`src/rtl/misr_response_reader.sv`:
```
// Compacts NUM_PATTERNS netlist responses into a MISR signature, then compares it against a golden value.
// Latency: a back-to-back source finishes a run NUM_PATTERNS cycles after start; done rises on the final transfer edge.
// Backpressure: resp_ready is high only while compacting and drops on the same edge as the final transfer.
//
// Ports:
//   clk, rst              rising-edge clock; asynchronous active-high reset
//   start                 single-cycle pulse that begins a run (honoured in idle or done only)
//   resp_valid/resp_ready response handshake; resp_data is held by the source until taken
//   resp_data             netlist response vector
//   resp_mask             (MISR_XMASK_EN only) per-bit mask; masked bits compact as 0
//   expected              golden signature, sampled on the completing transfer
//   busy, done, pass      run status; pass is meaningful while done=1
//   signature, count      current MISR contents and responses accepted this run
// Optional feature macro: MISR_XMASK_EN adds resp_mask for X-masking of unknown outputs.
module misr_response_reader #(
  parameter int               WIDTH        = 16,
  parameter logic [WIDTH-1:0] POLY         = 16'h1021,
  parameter logic [WIDTH-1:0] SEED         = 16'h0000,
  parameter int               NUM_PATTERNS = 4,
  localparam int              CW           = $clog2(NUM_PATTERNS + 1)
) (
  input  logic             clk,
  input  logic             rst,
  input  logic             start,
  input  logic             resp_valid,
  output logic             resp_ready,
  input  logic [WIDTH-1:0] resp_data,
`ifdef MISR_XMASK_EN
  input  logic [WIDTH-1:0] resp_mask,
`endif
  input  logic [WIDTH-1:0] expected,
  output logic             busy,
  output logic             done,
  output logic             pass,
  output logic [WIDTH-1:0] signature,
  output logic [CW-1:0]    count
);

  typedef enum logic [1:0] {IDLE, COMPACT, DONE} state_t;

  state_t           state, state_n;
  logic             resp_ready_n, busy_n, done_n, pass_n;
  logic [WIDTH-1:0] signature_n;
  logic [CW-1:0]    count_n;

  logic [WIDTH-1:0] din;
  logic [WIDTH-1:0] sig_step;
  logic             xfer;
  logic             last;

`ifdef MISR_XMASK_EN
  // Masked bits are unknown netlist outputs; force them to a known 0.
  assign din = resp_data & ~resp_mask;
`else
  assign din = resp_data;
`endif

  // One MISR step: shift left, fold the shifted-out MSB back through POLY, XOR in the response.
  assign sig_step = {signature[WIDTH-2:0], 1'b0}
                  ^ (signature[WIDTH-1] ? POLY : {WIDTH{1'b0}})
                  ^ din;

  assign xfer = (state == COMPACT) && resp_valid && resp_ready;
  assign last = (count == CW'(NUM_PATTERNS - 1));

  always_ff @(posedge clk or posedge rst) begin
    if (rst) begin
      state      <= IDLE;
      resp_ready <= 1'b0;
      busy       <= 1'b0;
      done       <= 1'b0;
      pass       <= 1'b0;
      signature  <= SEED;
      count      <= '0;
    end else begin
      state      <= state_n;
      resp_ready <= resp_ready_n;
      busy       <= busy_n;
      done       <= done_n;
      pass       <= pass_n;
      signature  <= signature_n;
      count      <= count_n;
    end
  end

  always_comb begin
    state_n      = state;
    resp_ready_n = resp_ready;
    busy_n       = busy;
    done_n       = done;
    pass_n       = pass;
    signature_n  = signature;
    count_n      = count;

    case (state)
      IDLE, DONE: begin
        if (start) begin
          state_n      = COMPACT;
          signature_n  = SEED;
          count_n      = '0;
          busy_n       = 1'b1;
          resp_ready_n = 1'b1;
          done_n       = 1'b0;
          pass_n       = 1'b0;
        end
      end
      COMPACT: begin
        // start is deliberately not looked at here: a run cannot be restarted.
        if (xfer) begin
          signature_n = sig_step;
          count_n     = count + CW'(1);
          if (last) begin
            state_n      = DONE;
            resp_ready_n = 1'b0;
            busy_n       = 1'b0;
            done_n       = 1'b1;
            pass_n       = (sig_step == expected);
          end
        end
      end
      default: state_n = IDLE;
    endcase
  end

endmodule

```
`config.mk`:
```
export PLATFORM = sky130hd
export DESIGN_NAME = misr_response_reader
export DESIGN_NICKNAME = d
export VERILOG_FILES = /design/src/rtl/misr_response_reader.sv
export SDC_FILE = /design/constraint.sdc
export NUM_CORES = 1
export LEC_CHECK = 0
export CORE_UTILIZATION = 44
export CTS_CLUSTER_DIAMETER = 40
export CTS_CLUSTER_SIZE = 30
export DETAILED_ROUTE_END_ITERATION = 10
export PLACE_DENSITY_LB_ADDON = 0.25
export SYNTH_ARGS = -nofsm -noshare
export SYNTH_HDL_FRONTEND = slang
export SYNTH_SLANG_ARGS = --single-unit
```
`constraint.sdc`:
```
create_clock -name clk -period 1.9 [get_ports clk]
set_input_delay 0.38 -clock clk [delete_from_list [all_inputs] [get_ports clk]]
set_output_delay 0.38 -clock clk [all_outputs]
set_load 0.01 [all_outputs]
```
==> flow_summary.ini, run 1 <==
[clocking]
cts_max_level = 1
holdBufCountCts = 0
numCtsBuffers = 3
post_cts.repair.setup_buffers = 0
cts_max_path_buffers = 2
insertion_delay_ns = 0.33
cts_sinks = 24
path_clk_slew_ns = 0.14
cts_tree = yes
clockRootBuffer = clkbuf_4
cts.repair.resized = 0

[die]
die_h_um = 60.8
coreArea_sq_um = 3150
rows = 20
initial_core_util = 0.482
die_area_sq_um = 3690
fp.dieW_um = 60.8
ioPinCount = 59

[cells_and_area]
seq_area_sq_um = 601
drive_above_1_share = 0.165
final_nets = 252
synthToLayoutAreaGrowth_pct = 53.0
n_antenna_cell = 0
fill_cells = 245
multi_input_area_sq_um = 877

[sta]
tns_ns = 0
final-max-slew-violation-count = 0
period_share = 0.948
relSlewSlack = 0.663
setup_viol = 0
tightest_slew_ns = 0.506
fin_crit_ns = 1.80
fmax_mhz = 555
worst_slack_ns = 0.0996
rsz0062_at_grt = false
hold_viol_final = 0
clock_skew_ns = 0.00578

[setup_path]
worst_ep_required_time_ns = 1.52
critPathCaptureType = output port
cp_slowest_stage_delay_ns = 0.53
arrival_ns = 1.42
crit_chain = buf_4, clkdlybuf4s50_1
startpoint_type = flip-flop
path_class = flip-flop to output port
critical_path_buf_inv_count = 2
critPathTopFamily = buffers and inverters
crit_fanout = 6
slowest_stage = clkdlybuf4s50_1

[logic_synthesis]
yosys_warnings = 0
yosys.area.top_type = dfrtp_1
synth_common_cells = dfrtp_1, xnor2_1, nand2_1
yosysMostFrequentCell = dfrtp_1
synth_cells = 134
synth_area_leaders = dfrtp_1, xnor2_1, xnor3_1
synthArstFlopShare = 1.00
seq_area_frac_synth = 0.395
netlist.area_leader.share = 0.395
synth-seq-cells = 24
syn_area_per_cell_sq_um = 11.3
netlist_area_sq_um = 1520
synth_nets = 172
synth_top_flop_cell = dfrtp_1
synth_edf_count = 0
synth_cell_type_count = 29

[place]
io_buffer_count = 58
gp_congestion = 0.767
dpl_worst_slack_ns = -0.217
dp_hpwl_um = 3130

[power_and_ir_drop]
power.leakage_nw = 1.05
vdd_drop_max_uv = 688
p_per_area_nw_per_um2 = 1310

[detailed_routing]
vias = 1326
dr.pass1.iters = 4
vias_per_cell = 5.18
avgRoutedWirePerCell_um = 15.4
drt.antenna.violating_nets = 0
drcViolationCount = 0
drtIter0Drc = 15
drt_wl_total_um = 3940

[worst_hold_path]
hold_path_class = input port to asynchronous set/reset pin

[grt]
grt_util_all_layers = 0.242
grt_max_degree = 25
grt_pass1_wl_um = 6300
grt_overflow = 0
grt_antenna_before_repair = 0
first_global_vias = 1389

[flow_run]
cap_violations = 0

[status]
status = finished, final reports clean
-- sequential cells by signal (all words and copies together) (netlist names) --
signal     count
done           1
pass           1
busy           1
signature     16
count          3
state          2
-- worst paths after layout --
check	start	endpoint	slack [ns]	cells after the start
worst max-delay path	signature[15]	signature[15]	0.1	2
worst min-delay path	rst	done	0.39	3
worst max register to register	signature[8]	pass	0.13	4
worst min register to register	done	done	0.52	2
max in group asynchronous	rst	count[2]	1.26	3
min in group clk	done	done	0.52	2
-- power by group --
part	leakage, nW	switching [mW]	internal [mW]
combinational	0.731	0.715	1.12
clock	0.0138	0.164	0.0745
sequential	0.303	0.243	0.719
total	1.05	1.12	1.91
-- cells in the final DEF, fill, tap and decap left out, types with 4 or more instances in the layout --
cell             synthesis  routed
clkdlybuf4s50_1          0      58
dfrtp_1                 24      24
buf_4                    1      23
xnor2_1                 21      21
nand2_1                 14      14
o21ai_0                 12      12
nand3_1                 11      11
o31ai_1                  8       8
xnor3_1                  6       6
inv_1                    4       4
xnor3_2                  4       4
-- logic make-up after synthesis --
logic type / count (synthesis) / synth area share
simple gates: 41 / 0.146
xor+xnor: 34 / 0.321
flops: 24 / 0.395
compound gates: 23 / 0.0939
buf+inv: 10 / 0.0272
fa+ha+maj: 2 / 0.0165
-- routing by layer --
metal  vias to the layer above  wire length, um  global-route usage
li1                        623                -                   -
met1                       645             1500               0.264
met2                        47             2140               0.454
met3                        11              183              0.0426
met4                         0              108               0.107
met5                         -                0                   0
-- worst min-delay path: stages --
cell,delay [ns]
clkdlybuf4s50_1,0.40
inv_1,0.05
buf_4,0.30
-- cell type report --
| type | count | area share |
|---|---|---|
| Tap cell | 44 | 0.0237 |
| Multi-Input combinational cell | 100 | 0.377 |
| Inverter | 4 | 0.00646 |
| Sequential cell | 24 | 0.258 |
| Timing Repair Buffer | 81 | 0.324 |
| Clock buffer | 3 | 0.00969 |
-- per-stage QoR --
stage	area (sq um)	power (mW)	hold WS, ns	instances	utilization
5_1_grt	2320	3.24	0.450	256	0.737
2_1_floorplan	1520	1.98	0.395	134	-
4_1_cts	2320	3.06	0.396	256	0.737
6_report	2320	3.04	0.391	256	0.737
3_3_place_gp	2300	2.73	0.498	253	0.730
3_5_place_dp	2300	2.81	0.502	253	0.730
No activity file was read; power rests on OpenSTA's default activity.
==> run 2: changes to the inputs <==
Settings changed: GPL_TIMING_DRIVEN from default to 1.
==> results of run 2 <==
The final DEF is identical to that of run 1; final timing and power are the same.
==> patch 1, RTL diff (flow settings as in run 1) <==
Re-encode `state_t` (3 states) as one-hot, 3 bits wide.
--- a/src/rtl/misr_response_reader.sv
+++ b/src/rtl/misr_response_reader.sv
@@ -38,3 +38,3 @@
 
-  typedef enum logic [1:0] {IDLE, COMPACT, DONE} state_t;
+  typedef enum logic [2:0] {IDLE = 3'b001, COMPACT = 3'b010, DONE = 3'b100} state_t;
 
Behaviour: same outputs for any inputs over 10 cycles, from zero or initial values and one cycle with rst high; not proved beyond that.
==> patch 1 against run 1 <==
- setup slack got worse by 0.040 ns
- critical path depth increased by 1
- cell count increased by 1.6%
- sequential power increased by 1%
- sequential cell count increased by 1
- combinational power decreased by 2%
- wire length increased by 1.3%
- critical path type unchanged
- count of clock-buffer cells in the layout increased by 1
- total power decreased by 0.69%
- global-route usage decreased by 1.5 points
- via count increased by 1.7%
- cell area increased by 6.1%
- area after synthesis increased by 3.4%
- non-clock buffer count increased by 8
==> patch 1: results (changes against run 1) <==
Run status
The run finished with clean final reports.

GRT
The maximum number of pins on one net before global-route repair is 26 (+4.0%). The first-pass GRT wire length came to 6.21 mm (-1.4%). The total track usage came to 22.7% (-1.5 points). The number of global-route vias before repair came to 1383 (-0.43%).

Power and ir drop
The worst supply voltage drop on vdd is 660 uV (-4.1%). The static leakage is 1.17 nW (+11%). The switching power total is 1.08 mW (-4.1%).

Drt
The violation count after the first detailed-routing iteration is 61 (+46). The wire length per cell is 15.3 um (-0.24%). The total routed wirelength is 3.99 mm (+1.3%). The via-per-instance ratio is 5.18 (about the same).

Final layout
The number of nets in the final layout is 253 (+0.40%). In the final layout, the registers with the most flip-flops are signature (16), count (3), state (3). The count of fill cells added during filler insertion came to 240 (-2.0%).

The layout cell share with drive strength beyond 1 is 20.1% (+3.6 points).

Critical path
The register-to-register setup slack is 0.07 ns (-0.06 ns). The biggest fanout along the worst timing path is 2 (-4). The delay of the slowest cell on the worst path was 0.47 ns (-0.06 ns). The endpoint arrival time on the critical path came to 1.46 ns (+0.04 ns).

Placement
The worst slack at placement was -0.235 ns (-0.0177 ns). The total half-perimeter wirelength after legalization and detailed placement was 2.97 mm (-5.0%).

Logic synthesis
The commonest cells after synthesis are sky130_fd_sc_hd__dfrtp_1, sky130_fd_sc_hd__a22o_1, sky130_fd_sc_hd__xor2_1, sky130_fd_sc_hd__xnor3_1. Yosys attributes the largest share of cell area to sky130_fd_sc_hd__dfrtp_1, sky130_fd_sc_hd__xnor3_1, sky130_fd_sc_hd__a22o_1. The net count after synthesis is 166 (-3.5%). The distinct cell type count after synthesis is 36 (+24%). The post-synthesis cell count came to 128 (-4.5%).

Timing
The least setup slack across all paths after layout is 0.0592 ns (-0.0403 ns). The worst hold slack across all endpoints is 0.406 ns (+0.0156 ns). The worst-case headroom to the max-slew limit was 78.3% (+12 points).
-- patch 1: layer usage --
metal  up-vias  track usage (%)  routed length (um)
met1       667             31.3                1810
met2        42             35.8                1950
li1        633                -                   -
met3         6             3.31                 179
met4         0             9.84                  54
met5         -                0                   0
-- patch 1: area by class of cell --
cell class | instances | share of cell area (%)
clock buffer | 4 | 1.07
timing repair buffer | 89 | 33.0
inverter | 6 | 0.913
sequential | 25 | 25.4
tap | 46 | 2.33
multi-input combinational | 90 | 37.3
-- patch 1: final timing paths --
kind | from | endpoint | cells past startpoint
setup / recovery | count[1] | count[1] | 3
max in group asynchronous | rst | state[0] | 3
min in group clk | pass | pass | 2
setup reg to reg | count[0] | pass | 6
hold / removal | rst | signature[10] | 3
hold reg to reg | pass | pass | 2
-- patch 1: kinds of logic (layout without fill, tap and decap cells) --
logic type                 after synthesis  in the layout  share of synthesized area, %
xor gates and xnor gates                34             34                          29.6
AOI/OAI and AO/OA                       28             28                          14.6
DFF                                     25             25                          39.9
and+or+nand+nor                         25             25                          9.72
buffers and inverters                   13             99                          3.82
adders and majority gates                2              2                          1.59
muxes                                    1              1                         0.717
-- patch 1: through the flow --
stage                     area [um^2]  power (mW)
after floorplan                  1590        1.94
after global placement           2400        2.70
after detailed placement         2400        2.74
after CTS                        2450        3.01
after global routing             2470        3.20
final                            2470        3.02
-- patch 1: what timing repair did --
action,4_1_cts,5_1_grt
resized for setup,1,2
setup buffers,2,1
gates cloned,0,0
pin swaps,4,2
endpoints found under the setup margin,1,1
-- patch 1: power groups by stage --
| stage | Sequential (mW) | Clock [mW] | Combinational, mW |
|---|---|---|---|
| 3_3_place_gp | 0.968 | 0 | 1.73 |
| 5_1_grt | 1.01 | 0.271 | 1.93 |
| 6_report | 0.973 | 0.245 | 1.80 |
| 4_1_cts | 0.974 | 0.249 | 1.78 |
| 3_5_place_dp | 0.980 | 0 | 1.76 |
| 2_1_floorplan | 1.01 | 0 | 0.926 |
-- patch 1: critical path, delay by kind of cell, from the launching register on --
kind	cells	cell delay [ns]
buffers and inverters	3	0.73
DFF	1	0.41
==> patch 2, RTL diff (settings of run 1) <==
Made on the original files. Build with the macro `MISR_XMASK_EN` defined.
--- a/src/rtl/misr_response_reader.sv
+++ b/src/rtl/misr_response_reader.sv
@@ -14,2 +14,4 @@
 // Optional feature macro: MISR_XMASK_EN adds resp_mask for X-masking of unknown outputs.
+`define MISR_XMASK_EN
+
 module misr_response_reader #(
Ports: changed (added resp_mask); port bits go from 59 to 75. The function was not compared with the original's and may differ.
==> patch 2 against run 1 <==
- maximum frequency down 1.9%
- first-iteration DRC count rose to 2.9 times the old value
- cell area up 10%
- die area up 3.8%
- combinational power down 18%
- setup slack worse by 0.036 ns
- area after synthesis up 4.0%
- sequential cell count unchanged
- synthesized cell count up 17%
- wire length up 10%
- total power down 8.0%
- clock power up 57%
- critical path type is now in -> reg
==> patch 2: results (changes against run 1) <==
Critical path
The endpoint arrival time on the critical path is 2.07 ns (+0.65 ns). The startpoint identified for the worst register-to-register timing path is signature[15]. On the critical path, the stage with the largest delay is an instance of sky130_fd_sc_hd__or4_4. The biggest fanout along the worst timing path came to 2 (-4). The delay of the slowest cell on the worst path came to 0.48 ns (-0.05 ns). The register-to-register setup slack is 0.09 ns (-0.04 ns).

Logic synthesis
The commonest cells after synthesis are sky130_fd_sc_hd__dfrtp_1, sky130_fd_sc_hd__nand2_1, sky130_fd_sc_hd__xnor2_1, sky130_fd_sc_hd__o21ai_1, sky130_fd_sc_hd__nor2b_1. The net count after synthesis came to 211 (+23%). The share of the synthesized netlist area taken by xor and xnor gates is 23.9% (-8.2 points). The distinct cell type count after synthesis is 38 (+31%). The share of the yosys chip area belonging to registers is 38.0% (-1.5 points). The average cell area after synthesis was 10.1 um^2 (-11%).

The area share of fa/ha/maj cells after synthesis is 1.58% (-0.063 points). Sorting the synthesized cells by area gives the leading types as sky130_fd_sc_hd__dfrtp_1, sky130_fd_sc_hd__xnor2_1, sky130_fd_sc_hd__xnor3_1. The post-synthesis compound-gate area fraction is 12.0% (+2.6 points).

Placement
The number of placed instances, taps included is 292 (+15%). The cell area after placement was 0.00250 mm^2 (+8.8%). The global placer's final weighted congestion is 0.822 (+7.2%). The number of I/O port buffers came to 74 (+28%). The worst slack at placement is -0.265 ns (-0.0474 ns).

Drt
The overall via count from detail_route is 1520 (+15%). The detailed-routed wire length on met3 is 184 um (+0.55%). The post-route met1 wirelength was 1.81 mm (+21%).

The total routed wirelength was 4.33 mm (+10%). The met2 wirelength from detailed routing is 2.27 mm (+5.8%). The violation count after the first detailed-routing iteration is 43 (+28).

GRT
The total track usage was 23.7% (-0.41 points). The routing usage on met1 is 28.7% (+2.3 points). The met3 track demand over resource in global routing is 3.11% (-1.2 points). The met2 usage was 43.2% (-2.2 points). The first-pass GRT wire length came to 6.47 mm (+2.6%).

Timing
The transition time at the pin with the least slew margin came to 0.394 ns (-0.112 ns). The worst hold slack across all endpoints came to 0.393 ns (+0.00184 ns). The setup skew after layout came to 0.0133 ns (+0.00751 ns).

Power and ir drop
The static leakage came to 1.09 nW (+3.7%). The worst supply voltage drop on vdd is 554 uV (-19%).

Run status
The run finished with clean final reports.
patch 2: power by group:
group          switching [mW]  internal [mW]
sequential              0.240          0.681
clock                   0.160          0.213
combinational           0.578          0.923
patch 2: cell type report:
class	instances	area (um^2)
Tap cell	46	57.6
Clock buffer	3	22.5
Sequential cell	24	602
Fill cell	249	825
Inverter	2	7.51
Multi-Input combinational cell	126	947
Timing Repair Buffer	95	898
Clock inverter	1	30.0
patch 2: worst max-delay path by stage:
stage | startpoint | end | slack [ns] | depth (start not counted)
2_1_floorplan | signature[15] | pass | 0.16 | 5
3_3_place_gp | resp_data[4] | pass | -0.23 | 6
3_5_place_dp | resp_data[3] | pass | -0.26 | 6
4_1_cts | signature[15] | signature[15] | 0.03 | 1
5_1_grt | count[1] | pass | 0.007 | 6
6_report | resp_data[3] | pass | 0.06 | 6
patch 2: worst max-delay path: cells and delay by family:
family	cells	cell delay [ns]
buffers and inverters	1	0.47
AND/OR/NAND/NOR	2	0.64
AO/OA/AOI/OAI	2	0.50
XOR/XNOR	1	0.08
